--- src/rtl/lif_neuron_if.sv ---
// Signal bundle between the ECG encoder side and the LIF neuron.
// No backpressure: spike_i is a level, cfg_load_i a one-cycle strobe, and the outputs are valid every cycle.
interface lif_neuron_if #(
    parameter int WIDTH = 16
);
    logic             spike_i;
    logic [WIDTH-1:0] weight_i;
    logic [WIDTH-1:0] vth_i;
    logic             cfg_load_i;
    logic             spike_o;
    logic [WIDTH-1:0] vmem_o;
    logic             refractory_o;
    logic [1:0]       state;

    modport master (
        output spike_i, weight_i, vth_i, cfg_load_i,
        input  spike_o, vmem_o, refractory_o, state
    );

    modport slave (
        input  spike_i, weight_i, vth_i, cfg_load_i,
        output spike_o, vmem_o, refractory_o, state
    );
endinterface

--- src/rtl/lif_neuron.sv ---
// Leaky integrate-and-fire neuron: integrates a weight on each rising spike edge,
// leaks on a divided tick, fires at threshold, then sits out a refractory period.
module lif_neuron #(
    parameter int WIDTH          = 16,
    parameter int TICK_DIV       = 1200000,
    parameter int LEAK_SHIFT     = 3,
    parameter int REFRACT_TICKS  = 4,
    parameter int DEFAULT_WEIGHT = 20,
    parameter int DEFAULT_VTH    = 100
) (
    input logic         clk_i,
    input logic         rst_i,
    lif_neuron_if.slave nrn
);
    typedef enum logic [1:0] {
        ST_INTEGRATE  = 2'd0,
        ST_REFRACTORY = 2'd1
    } state_t;

    localparam int CNT_W = (TICK_DIV > 1) ? $clog2(TICK_DIV) : 1;
    localparam int RC_W  = (REFRACT_TICKS > 0) ? $clog2(REFRACT_TICKS + 1) : 1;

    localparam logic [CNT_W-1:0] TICK_LAST = CNT_W'(TICK_DIV - 1);
    localparam logic [RC_W-1:0]  RC_LOAD   = RC_W'(REFRACT_TICKS);
    localparam logic [RC_W-1:0]  RC_ONE    = RC_W'(1);
    localparam logic [WIDTH-1:0] VMAX      = '1;
    localparam logic [WIDTH-1:0] VTH_MIN   = WIDTH'(1);

    state_t           state_q, state_nxt;
    logic [WIDTH-1:0] vmem_q, vmem_nxt;
    logic             fire_q, fire_nxt;
    logic [RC_W-1:0]  rcnt_q, rcnt_nxt;
    logic [CNT_W-1:0] tick_cnt_q;
    logic             spike_prev_q;
    logic [WIDTH-1:0] weight_q, vth_q;

    logic             tick;
    logic             evt;
    logic [WIDTH-1:0] leaked;
    logic [WIDTH:0]   sum;
    logic [WIDTH-1:0] v_int;
    logic [WIDTH-1:0] vth_eff;

    assign tick = (tick_cnt_q == TICK_LAST);
    assign evt  = nrn.spike_i & ~spike_prev_q;

    // Leak before add when tick and event coincide; add is one bit wider so it can clamp.
    assign leaked  = tick ? (vmem_q - (vmem_q >> LEAK_SHIFT)) : vmem_q;
    assign sum     = {1'b0, leaked} + {1'b0, weight_q};
    assign v_int   = evt ? (sum[WIDTH] ? VMAX : sum[WIDTH-1:0]) : leaked;
    assign vth_eff = (vth_q == '0) ? VTH_MIN : vth_q;

    always_ff @(posedge clk_i) begin
        if (!rst_i) begin
            state_q      <= ST_INTEGRATE;
            vmem_q       <= '0;
            fire_q       <= 1'b0;
            rcnt_q       <= '0;
            tick_cnt_q   <= '0;
            spike_prev_q <= 1'b0;
            weight_q     <= WIDTH'(DEFAULT_WEIGHT);
            vth_q        <= WIDTH'(DEFAULT_VTH);
        end else begin
            state_q      <= state_nxt;
            vmem_q       <= vmem_nxt;
            fire_q       <= fire_nxt;
            rcnt_q       <= rcnt_nxt;
            tick_cnt_q   <= tick ? '0 : tick_cnt_q + CNT_W'(1);
            spike_prev_q <= nrn.spike_i;
            if (nrn.cfg_load_i) begin
                weight_q <= nrn.weight_i;
                vth_q    <= nrn.vth_i;
            end
        end
    end

    always_comb begin
        state_nxt = state_q;
        vmem_nxt  = vmem_q;
        fire_nxt  = 1'b0;
        rcnt_nxt  = rcnt_q;
        case (state_q)
            ST_INTEGRATE: begin
                if (v_int >= vth_eff) begin
                    vmem_nxt = '0;
                    fire_nxt = 1'b1;
                    if (REFRACT_TICKS > 0) begin
                        state_nxt = ST_REFRACTORY;
                        rcnt_nxt  = RC_LOAD;
                    end
                end else begin
                    vmem_nxt = v_int;
                end
            end
            ST_REFRACTORY: begin
                // Events arriving here are dropped, not deferred.
                vmem_nxt = '0;
                if (tick) begin
                    if (rcnt_q <= RC_ONE) begin
                        state_nxt = ST_INTEGRATE;
                        rcnt_nxt  = '0;
                    end else begin
                        rcnt_nxt = rcnt_q - RC_ONE;
                    end
                end
            end
            default: begin
                state_nxt = ST_INTEGRATE;
                vmem_nxt  = '0;
                rcnt_nxt  = '0;
            end
        endcase
    end

    always_comb begin
        nrn.spike_o      = fire_q;
        nrn.vmem_o       = vmem_q;
        nrn.refractory_o = (state_q == ST_REFRACTORY);
        nrn.state        = state_q;
    end
endmodule

--- src/flat_wrapper.sv ---
// flat-port wrapper written by rule: the top's interface ports become plain ports
module lif_neuron_flat 
#(
    parameter int WIDTH          = 16,
    parameter int TICK_DIV       = 1200000,
    parameter int LEAK_SHIFT     = 3,
    parameter int REFRACT_TICKS  = 4,
    parameter int DEFAULT_WEIGHT = 20,
    parameter int DEFAULT_VTH    = 100
)
  (clk_i, rst_i, nrn_spike_i, nrn_weight_i, nrn_vth_i, nrn_cfg_load_i, nrn_spike_o, nrn_vmem_o, nrn_refractory_o, nrn_state);
  lif_neuron_if #(.WIDTH(WIDTH)) nrn_i ();
  input logic clk_i;
  input logic rst_i;
  input wire logic [$bits(nrn_i.spike_i)-1:0] nrn_spike_i;
  input wire logic [$bits(nrn_i.weight_i)-1:0] nrn_weight_i;
  input wire logic [$bits(nrn_i.vth_i)-1:0] nrn_vth_i;
  input wire logic [$bits(nrn_i.cfg_load_i)-1:0] nrn_cfg_load_i;
  output wire logic [$bits(nrn_i.spike_o)-1:0] nrn_spike_o;
  output wire logic [$bits(nrn_i.vmem_o)-1:0] nrn_vmem_o;
  output wire logic [$bits(nrn_i.refractory_o)-1:0] nrn_refractory_o;
  output wire logic [$bits(nrn_i.state)-1:0] nrn_state;
  assign nrn_i.spike_i = nrn_spike_i;
  assign nrn_i.weight_i = nrn_weight_i;
  assign nrn_i.vth_i = nrn_vth_i;
  assign nrn_i.cfg_load_i = nrn_cfg_load_i;
  assign nrn_spike_o = nrn_i.spike_o;
  assign nrn_vmem_o = nrn_i.vmem_o;
  assign nrn_refractory_o = nrn_i.refractory_o;
  assign nrn_state = nrn_i.state;
  lif_neuron #(.WIDTH(WIDTH), .TICK_DIV(TICK_DIV), .LEAK_SHIFT(LEAK_SHIFT), .REFRACT_TICKS(REFRACT_TICKS), .DEFAULT_WEIGHT(DEFAULT_WEIGHT), .DEFAULT_VTH(DEFAULT_VTH)) u_core (.clk_i(clk_i), .rst_i(rst_i), .nrn(nrn_i));
endmodule
--- config.mk ---
export PLATFORM = sky130hd
export DESIGN_NAME = lif_neuron_flat
export DESIGN_NICKNAME = d
export VERILOG_FILES = /design/src/rtl/lif_neuron_if.sv /design/src/rtl/lif_neuron.sv /design/src/flat_wrapper.sv
export SDC_FILE = /design/constraint.sdc
export NUM_CORES = 1
export LEC_CHECK = 0
export ABC_AREA = 1
export CORE_ASPECT_RATIO = 2
export CORE_MARGIN = 4
export CORE_UTILIZATION = 58
export DETAILED_ROUTE_END_ITERATION = 6
export GPL_TIMING_DRIVEN = 0
export PLACE_DENSITY = 0.81
export SETUP_SLACK_MARGIN = 0.15
export SLEW_MARGIN = 15
export SYNTH_ARGS = -nofsm -noshare
export SYNTH_HDL_FRONTEND = slang
export SYNTH_SLANG_ARGS = --single-unit
--- constraint.sdc ---
create_clock -name clk_i -period 5.9 [get_ports clk_i]
set_input_delay 0.59 -clock clk_i [delete_from_list [all_inputs] [get_ports clk_i]]
set_output_delay 0.59 -clock clk_i [all_outputs]
set_load 0.03 [all_outputs]
* Word-level counts from Yosys, hierarchy flattened *
Cells that the tools add are included.

word-level totals
  output and inout port bits = 20
  register bits after elaboration = 76
  input port bits = 36

cells by class
  bitwise logic cells = 4
  multiplexer cells = 13
  reductions and logical operators = 7
  $lt $le $gt $ge = 2
  add/sub/neg operators = 4
  eq/ne operators = 5

operator list
  cell                     count
  $mux W16                 4
  $add A21 B1 Y21 const B  1
  $eq A21 B21 Y1 const B   1
  $add A16 B16 Y17         1
  $ge A16 B16 Y1           1
  $logic_not A16 Y1        1
  $sub A16 B13 Y16         1
  $mux W3                  3
  $mux W2                  3
  $ne A2 B1 Y1 const B     3
  $pmux W3 S2              1
  $pmux W2 S2              1
  $reduce_and A2 Y1        2
  $le A3 B1 Y1 const B     1
  $not A1 Y1               3
  $reduce_and A3 Y1        1
  $reduce_or A3 Y1         1
  $sub A3 B1 Y3 const B    1
  $eq A2 B1 Y1 const B     1
  $logic_not A2 Y1         1
  $reduce_or A2 Y1         1
  $and A1 B1 Y1            1
  $mux W1                  1

* Depth between registers and ports, before layout *
Gate-level depths: netlist of the first run.

  word-level depth = 8
  depth in mapped cells = 38
  mapped depth without buffers = 38

* Worst setup path before layout of the first run *
OpenSTA, ideal clock, no wires.

  kind = reg2reg
  from = reg u_core.vmem_q[0], in the netlist u_core.nrn.vmem_o[0]
  to = reg u_core.vmem_q[13], in the netlist u_core.nrn.vmem_o[13]
  slack = 1308 ps
  path buffers = 2
  cell stages (with the launch flop) = 34
  required time = 5834 ps
  arrival time = 4526 ps
  library setup time = 66 ps
  cells stage by stage = dfxtp_1 -> inv_1 -> ha_1 -> fa_1 -> inv_1 -> nand3_1 -> nand3_1 -> nand2_1 -> nand2_1 -> xnor2_1 -> nand2_1 -> nand2_1 -> inv_1 -> ha_1 -> nand2_1 -> inv_1 -> a21oi_1 -> nand2_1 -> a21oi_4 -> nand2_1 -> inv_2 -> nand3_1 -> nand2_1 -> inv_1 -> ha_1 -> nand2_1 -> o21bai_1 -> nand2_1 -> a21oi_1 -> nand4_1 -> or2_1 -> buf_2 -> buf_4 -> a21oi_2

between the ends
  cells in the longest elaborated chain, start to end = 7

ends and longest elaborated chain
  element                         line              source
  from (decl)                     lif_neuron.sv:30  logic [WIDTH-1:0] vmem_q, vmem_nxt;
  from (signal assigned)          lif_neuron.sv:65  vmem_q <= vmem_nxt;
  $sub A16 B13 Y16                lif_neuron.sv:48  assign leaked = tick ? (vmem_q - (vmem_q >> LEAK_SHIFT)) : vmem_q;
  $mux W16 (*)                    lif_neuron.sv:48
  $add A16 B16 Y17                lif_neuron.sv:49  assign sum = {1'b0, leaked} + {1'b0, weight_q};
  $mux W16                        lif_neuron.sv:50  assign v_int = evt ? (sum[WIDTH] ? VMAX : sum[WIDTH-1:0]) : leaked;
  $mux W16 (*)                    lif_neuron.sv:50
  via u_core.v_int[14]            lif_neuron.sv:41  logic [WIDTH-1:0] v_int;
  $ge A16 B16 Y1 (*)              lif_neuron.sv:84  if (v_int >= vth_eff) begin
  $reduce_or A3 Y1 (no line) (*)  --

Mark *: on every way through the listed nets, which the timed path passes. The rest lies on a longest branch.
A chain may end at the register's enable or synchronous reset.

* Final worst setup path of the first run *
  from = reg u_core.tick_cnt_q[0]
  to = reg u_core.vmem_q[8], in the netlist u_core.nrn.vmem_o[8]

between the ends
  cells in the longest elaborated chain, start to end = 7

ends and longest elaborated chain
  element                         line              source
  from (decl)                     lif_neuron.sv:33  logic [CNT_W-1:0] tick_cnt_q;
  from (signal assigned)          lif_neuron.sv:68  tick_cnt_q <= tick ? '0 : tick_cnt_q + CNT_W'(1);
  $eq A21 B21 Y1 (*)              lif_neuron.sv:44  assign tick = (tick_cnt_q == TICK_LAST);
  $mux W16 (*)                    lif_neuron.sv:48
  $add A16 B16 Y17                lif_neuron.sv:49
  $mux W16                        lif_neuron.sv:50
  $mux W16 (*)                    lif_neuron.sv:50
  via u_core.v_int[14]            lif_neuron.sv:41
  $ge A16 B16 Y1 (*)              lif_neuron.sv:84
  $reduce_or A3 Y1 (no line) (*)  --

Marks and branches as above.

==> results of run 1 <==
cells by family (layout without fill, tap and decap cells):
family	Yosys count	count (layout)	synth area share
adder cells (fa/ha/maj)	49	49	0.110
XOR/XNOR	13	13	0.0200
AO/OA/AOI/OAI	118	118	0.112
other	1	1	0.000658
AND/OR/NAND/NOR	477	477	0.368
buffers and inverters	184	253	0.126
flip-flops	75	75	0.263
placed cells by master (no fill, tap or decap), types with 2 or more instances in the layout:
cell,synthesis,final
nand2_1,256,256
inv_1,158,158
nor2_1,84,84
dfxtp_1,75,75
nand3_1,73,73
a21oi_1,57,57
clkdlybuf4s50_1,0,53
ha_1,47,47
o21ai_0,39,39
nand4_1,14,14
clkbuf_1,11,13
xnor2_1,9,9
clkbuf_16,0,9
nor3_1,9,8
o21ai_1,8,8
nor4_1,6,6
nor2_2,6,6
or2_2,6,6
inv_2,6,5
or2_0,5,5
buf_2,4,4
buf_4,3,4
xor2_1,4,4
nand2_2,4,4
clkinv_2,1,4
o21bai_1,3,3
nand3_2,3,3
o21a_1,3,3
nor3_2,1,2
a31oi_1,2,2
nor3b_1,2,2
and2_1,2,2
nor2_4,2,2
fa_1,2,2
per-stage QoR:
stage | total power [W] | hold slack [ns]
final | 0.00172 | 0.454
after global placement | 0.00121 | 0.443
after global routing | 0.00183 | 0.496
after detailed placement | 0.00122 | 0.453
after CTS | 0.00172 | 0.457
after floorplan | 0.00103 | 0.426
flip-flops by register name (all words and copies together) (netlist names):
signal,flops
u_core.weight_q,16
u_core.spike_prev_q,1
u_core.nrn.spike_o,1
u_core.nrn.state,1
u_core.vth_q,16
u_core.rcnt_q,3
u_core.tick_cnt_q,21
u_core.nrn.vmem_o,16
repair_timing:
action	CTS	global route
setup endpoints to repair	0	10
setup buffers	0	1
gates resized for setup	0	2
power breakdown:
group | switching (W) | internal, W
Sequential | 0.0000249 | 0.000540
Clock | 0.000209 | 0.000292
Combinational | 0.000420 | 0.000239
worst max-delay path, delay by kind of cell (launching register included):
| family | cells | cell delay [ns] |
|---|---|---|
| AO/OA/AOI/OAI | 4 | 0.67 |
| flip-flops | 1 | 0.41 |
| buffers and inverters | 8 | 1.08 |
| adder cells (fa/ha/maj) | 4 | 0.94 |
| AND/OR/NAND/NOR | 16 | 2.22 |
routing by layer:
metal	wire length [um]	vias to the layer above	track usage
li1	-	3031	-
met1	5280	2638	0.228
met2	9060	128	0.594
met3	422	82	0.0309
met4	1340	0	0.226
met5	0	-	0
final cells by class:
cell class,count,share of cell area
timing repair buffer,54,0.0806
clock inverter,3,0.00225
tap,132,0.0247
multi-input combinational,658,0.523
clock buffer,12,0.0369
sequential,75,0.225
buffer,19,0.0142
inverter,165,0.0934
final timing paths:
check                                          start                   end  slack [ns]  depth (start not counted)
worst min-delay path                u_core.rcnt_q[0]      u_core.rcnt_q[0]        0.45                          1
worst min register to register      u_core.rcnt_q[0]      u_core.rcnt_q[0]        0.45                          1
worst max register to register  u_core.tick_cnt_q[0]  u_core.nrn.vmem_o[8]        0.49                         32
worst max-delay path            u_core.tick_cnt_q[0]  u_core.nrn.vmem_o[8]        0.49                         32
==> impl_metrics.csv, run 1 <==
group,metric,value,unit
run_status,outcome,"complete, no violations",
synthesis,synth_ff_type,"dfxtp_1",
worst_setup_path,critical_path.most_common_cell,"nand2_1",
sta,fin_worst_skew,0.00601,ns
cts,cts.sinks,75,
power_and_ir_drop,irDropWorstVdd,0.000188,V
worst_setup_path,cp_slowest_cell,"dfxtp_1",
placement,dp.cells,1102,
cells_and_area,nets,1067,
placement,port_buffers,53,
synthesis,yosysMostFrequentCell,"nand2_1",
routing,via_per_inst,5.26,
synthesis,synth_edf_count,0,
routing,routedWlPerCell,14.4,um
cells_and_area,fill_cells,940,
synthesis,synth_top_area_cell,"dfxtp_1",
power_and_ir_drop,power_density,258,mW/mm2
worst_setup_path,critPathLaunchType,"flip-flop",
floorplanning,core-area,0.00970,mm2
global_route,grt_max_degree,12,
sta,post-route-min-period,5.41,ns
cts,clk_path_buf_depth,2,
global_route,antenna_found_initial,0,
cells_and_area,seq_area,0.00150,mm2
synthesis,ys_ff_latch,75,
cells_and_area,area_growth,17.1,%
cts,clock-root-buffer,"clkbuf_16",
cts,cts_made_buffers,9,
routing,routed_wl,16100,um
synthesis,ys_seq_area_frac,0.263,
cells_and_area,fin_area,0.00667,mm2
sta,setup_viol_count_final,0,
placement,gp_congestion,0.929,
sta,clock.fmax,185,MHz
synthesis,synthArstFlopShare,0,
synthesis,syn_area_per_cell,6.22,um2
floorplanning,row_count,51,
sta,setup_tns,0,ns
flow_run,max_cap_viol_count,0,
sta,min_period_over_period,0.916,
worst_setup_path,cp_max_fo,10,
placement,placed_area,0.00640,mm2
worst_setup_path,slowest_delay,0.41,ns
routing,drt_first_pass_iters,5,
placement,place_ws,0.348,ns
synthesis,synth_top_area_frac,0.263,
worst_setup_path,cp-end-kind,"flip-flop",
worst_setup_path,worstPathArrival,5.68,ns
cts,cts_tree,"yes",
global_route,grt_use_total,0.287,
cells_and_area,multi_input_comb_area,0.00349,mm2
cells_and_area,drive_gt1_frac,0.0588,
synthesis,synthCells,917,
floorplanning,ios,56,
routing,ant_nets,0,
global_route,overflow,0,
floorplanning,dieArea,0.0116,mm2
global_route,grt_pass1_wl,25900,um
sta,rsz0062_at_grt,"false",
sta,final_hold_viol_count,0,
routing,drc,0,
cells_and_area,diodes,0,
sta,worst_slack,0.494,ns
floorplanning,die_h,148,um
cts,postCtsHoldBufs,0,
worst_setup_path,required,6.17,ns
synthesis,synthesis.area,0.00570,mm2
sta,tightest_slew,0.662,ns
hold_path,hp-class,"flip-flop to flip-flop",
sta,relSlewSlack,0.554,
placement,place_hpwl,13500,um
power_and_ir_drop,leakage,3.47,nW
cells_and_area,fin_util,0.688,
global_route,grt_pass1_vias,6000,
sta,slew_viol_final,0,
cts,htreeDepth,3,
floorplanning,die_w,78.1,um
synthesis,ys.warnings.count,0,
cells_and_area,stdcell_count,1118,
synthesis,synthTopCellsByCount,"256 x nand2_1, 158 x inv_1, 84 x nor2_1, 75 x dfxtp_1, 73 x nand3_1",
synthesis,synth.distinct_cells,44,
cts,clkSlewWorstSetupHoldPaths,0.06,ns
routing,initialDrtViolationCount,254,
synthesis,synth.area.top_cells,"dfxtp_1 26%, nand2_1 17%, inv_1 10%, ha_1 10%, nand3_1 6.4%",
routing,num_vias,5879,
synthesis,synth_nets,1002,
floorplanning,initial_utilization,0.588,
cts,clk_latency,0.34,ns
worst_setup_path,path_class,"flip-flop to flip-flop",
Note: power is estimated with default switching activity, not from simulation.
==> inputs of run 2 (changes only) <==
Settings changed: CORE_MARGIN 4 to 5, CTS_BUF_LIST set to sky130_fd_sc_hd__clkbuf_8 sky130_fd_sc_hd__clkbuf_16, CTS_CLUSTER_SIZE set to 16.
==> run 2 against run 1 <==
Compared with the run above: fmax is 2.7% higher; clock power is 16% higher; largest cell class unchanged; core utilization is 0.74 points higher; highest routed layer unchanged; final area is 1.1% higher.
==> impl_metrics.csv, run 2 (synthesized netlist as in run 1, its figures left out) <==
group,metric,value,unit
run_status,outcome,"complete, no violations",
cts,cts_made_buffers,9,
cells_and_area,drive_gt1_frac,0.0638,
cts,postCtsHoldBufs,0,
cells_and_area,final_common_cell,"nand2_1",
routing,via_per_inst,5.31,
sta,final_hold_viol_count,0,
routing,drt_first_pass_iters,6,
worst_setup_path,path_class,"flip-flop to flip-flop",
cts,clock-root-buffer,"clkbuf_16",
worst_setup_path,cp_max_fo,10,
sta,relSlewSlack,0.578,
sta,rsz0062_at_grt,"false",
global_route,grt_pass1_vias,5913,
cts,cts_tree,"yes",
placement,place_ws,0.364,ns
global_route,antenna_found_initial,0,
sta,min_period_over_period,0.892,
sta,tightest_slew,0.627,ns
worst_setup_path,critical_path.most_common_cell,"nand2_1",
floorplanning,core-area,0.00970,mm2
sta,fin_worst_skew,0.00783,ns
placement,place_hpwl,13300,um
cts,cts.sinks,75,
sta,clock.fmax,190,MHz
worst_setup_path,slowest_delay,0.41,ns
worst_setup_path,required,6.13,ns
routing,num_vias,5950,
floorplanning,initial_utilization,0.588,
power_and_ir_drop,irDropWorstVdd,0.000207,V
cells_and_area,fin_util,0.695,
placement,placed_area,0.00640,mm2
worst_setup_path,cp-end-kind,"flip-flop",
worst_setup_path,cp_slowest_cell,"fa_1",
floorplanning,die_h,150,um
cts,clk_path_buf_depth,2,
sta,setup_tns,0,ns
cells_and_area,area_growth,18.3,%
cells_and_area,largest_reg_flops,21,
cells_and_area,fin_area,0.00675,mm2
floorplanning,row_count,51,
power_and_ir_drop,power_density,268,mW/mm2
routing,drc,0,
cells_and_area,top_register,"u_core.tick_cnt_q",
global_route,grt_max_degree,13,
worst_setup_path,critPathLaunchType,"flip-flop",
cts,htreeDepth,3,
hold_path,min_path_cells,1,
placement,port_buffers,53,
cells_and_area,final_cell_mix,"255 x nand2_1, 159 x inv_1, 84 x nor2_1, 75 x dfxtp_1, 72 x nand3_1",
floorplanning,ios,56,
routing,ant_nets,0,
sta,slew_viol_final,0,
sta,setup_viol_count_final,0,
worst_setup_path,worstPathArrival,5.50,ns
power_and_ir_drop,leakage,3.50,nW
cts,clk_latency,0.34,ns
cts,clkSlewWorstSetupHoldPaths,0.06,ns
routing,routed_wl,16200,um
cells_and_area,diodes,0,
cells_and_area,nets,1068,
power_and_ir_drop,p_total,0.00181,W
sta,post-route-min-period,5.26,ns
floorplanning,die_w,80.1,um
hold_path,hp-class,"flip-flop to flip-flop",
global_route,grt_pass1_wl,25700,um
routing,routedWlPerCell,14.4,um
sta,worst_slack,0.638,ns
global_route,grt_use_total,0.279,
placement,gp_congestion,0.944,
global_route,overflow,0,
flow_run,max_cap_viol_count,0,
routing,initialDrtViolationCount,309,
floorplanning,dieArea,0.0120,mm2
worst_setup_path,reg2reg_depth,34,
## run 2: cell count changes in the layout (fill, tap and decap cells not counted)
cell        before  now
nand2_2          4    5
nand3_1         73   72
clkinvlp_4       0    2
inv_1          158  159
clkbuf_8         1    3
nand2_1        256  255
buf_4            4    5
inv_4            1    2
inv_2            5    4
clkinv_2         4    1
clkbuf_1        13   11
bufinv_16        0    1
nand3_2          3    4
## run 2: area by class of cell
cell class                 instances  area [um2]
multi-input combinational        658        3500
fill                             893        2950
sequential                        75        1500
inverter                         165         626
timing repair buffer              55         546
clock buffer                      12         267
tap                              132         165
buffer                            19        95.1
clock inverter                     4        48.8
## run 2: path summary, 6_finish.rpt
| path | slack (ns) | start | to |
|---|---|---|---|
| hold / removal | 0.46 | u_core.rcnt_q[0] | u_core.rcnt_q[0] |
| setup / recovery | 0.64 | u_core.nrn.vmem_o[0] | u_core.nrn.vmem_o[0] |
| setup reg to reg | 0.64 | u_core.nrn.vmem_o[0] | u_core.nrn.vmem_o[0] |
| hold reg to reg | 0.46 | u_core.rcnt_q[0] | u_core.rcnt_q[0] |
## run 2: timing repair
action                                  in CTS  in global routing
setup buffers                                0                  2
endpoints found under the setup margin       0                 16
gates resized for setup                      0                  6
## run 2: power by group
group          internal, W  switching, W  total, W
logic             0.000240      0.000421  0.000661
clock network     0.000361      0.000222  0.000582
registers         0.000539     0.0000256  0.000565
## run 2: metal layers
metal,global-route usage,vias to the layer above,routed length [um]
met3,0.0521,80,631
li1,-,3029,-
met5,0,-,0
met2,0.549,183,8950
met1,0.221,2658,5220
met4,0.232,0,1350
## run 2: critical path: cells and delay by family, from the launching register on
| kind | cells | cell delay (ns) |
|---|---|---|
| AOI/OAI and AO/OA | 3 | 0.59 |
| xor gates and xnor gates | 1 | 0.12 |
| adders and majority gates | 4 | 1.27 |
| buffers and inverters | 9 | 0.99 |
| DFF | 1 | 0.35 |
| and+or+nand+nor | 17 | 1.81 |
## run 2: through the flow
step	hold slack, ns	std cells
3_5_place_dp	0.457	1102
4_1_cts	0.465	1118
3_3_place_gp	0.444	1102
2_1_floorplan	0.426	917
5_1_grt	0.485	1120
6_report	0.460	1120
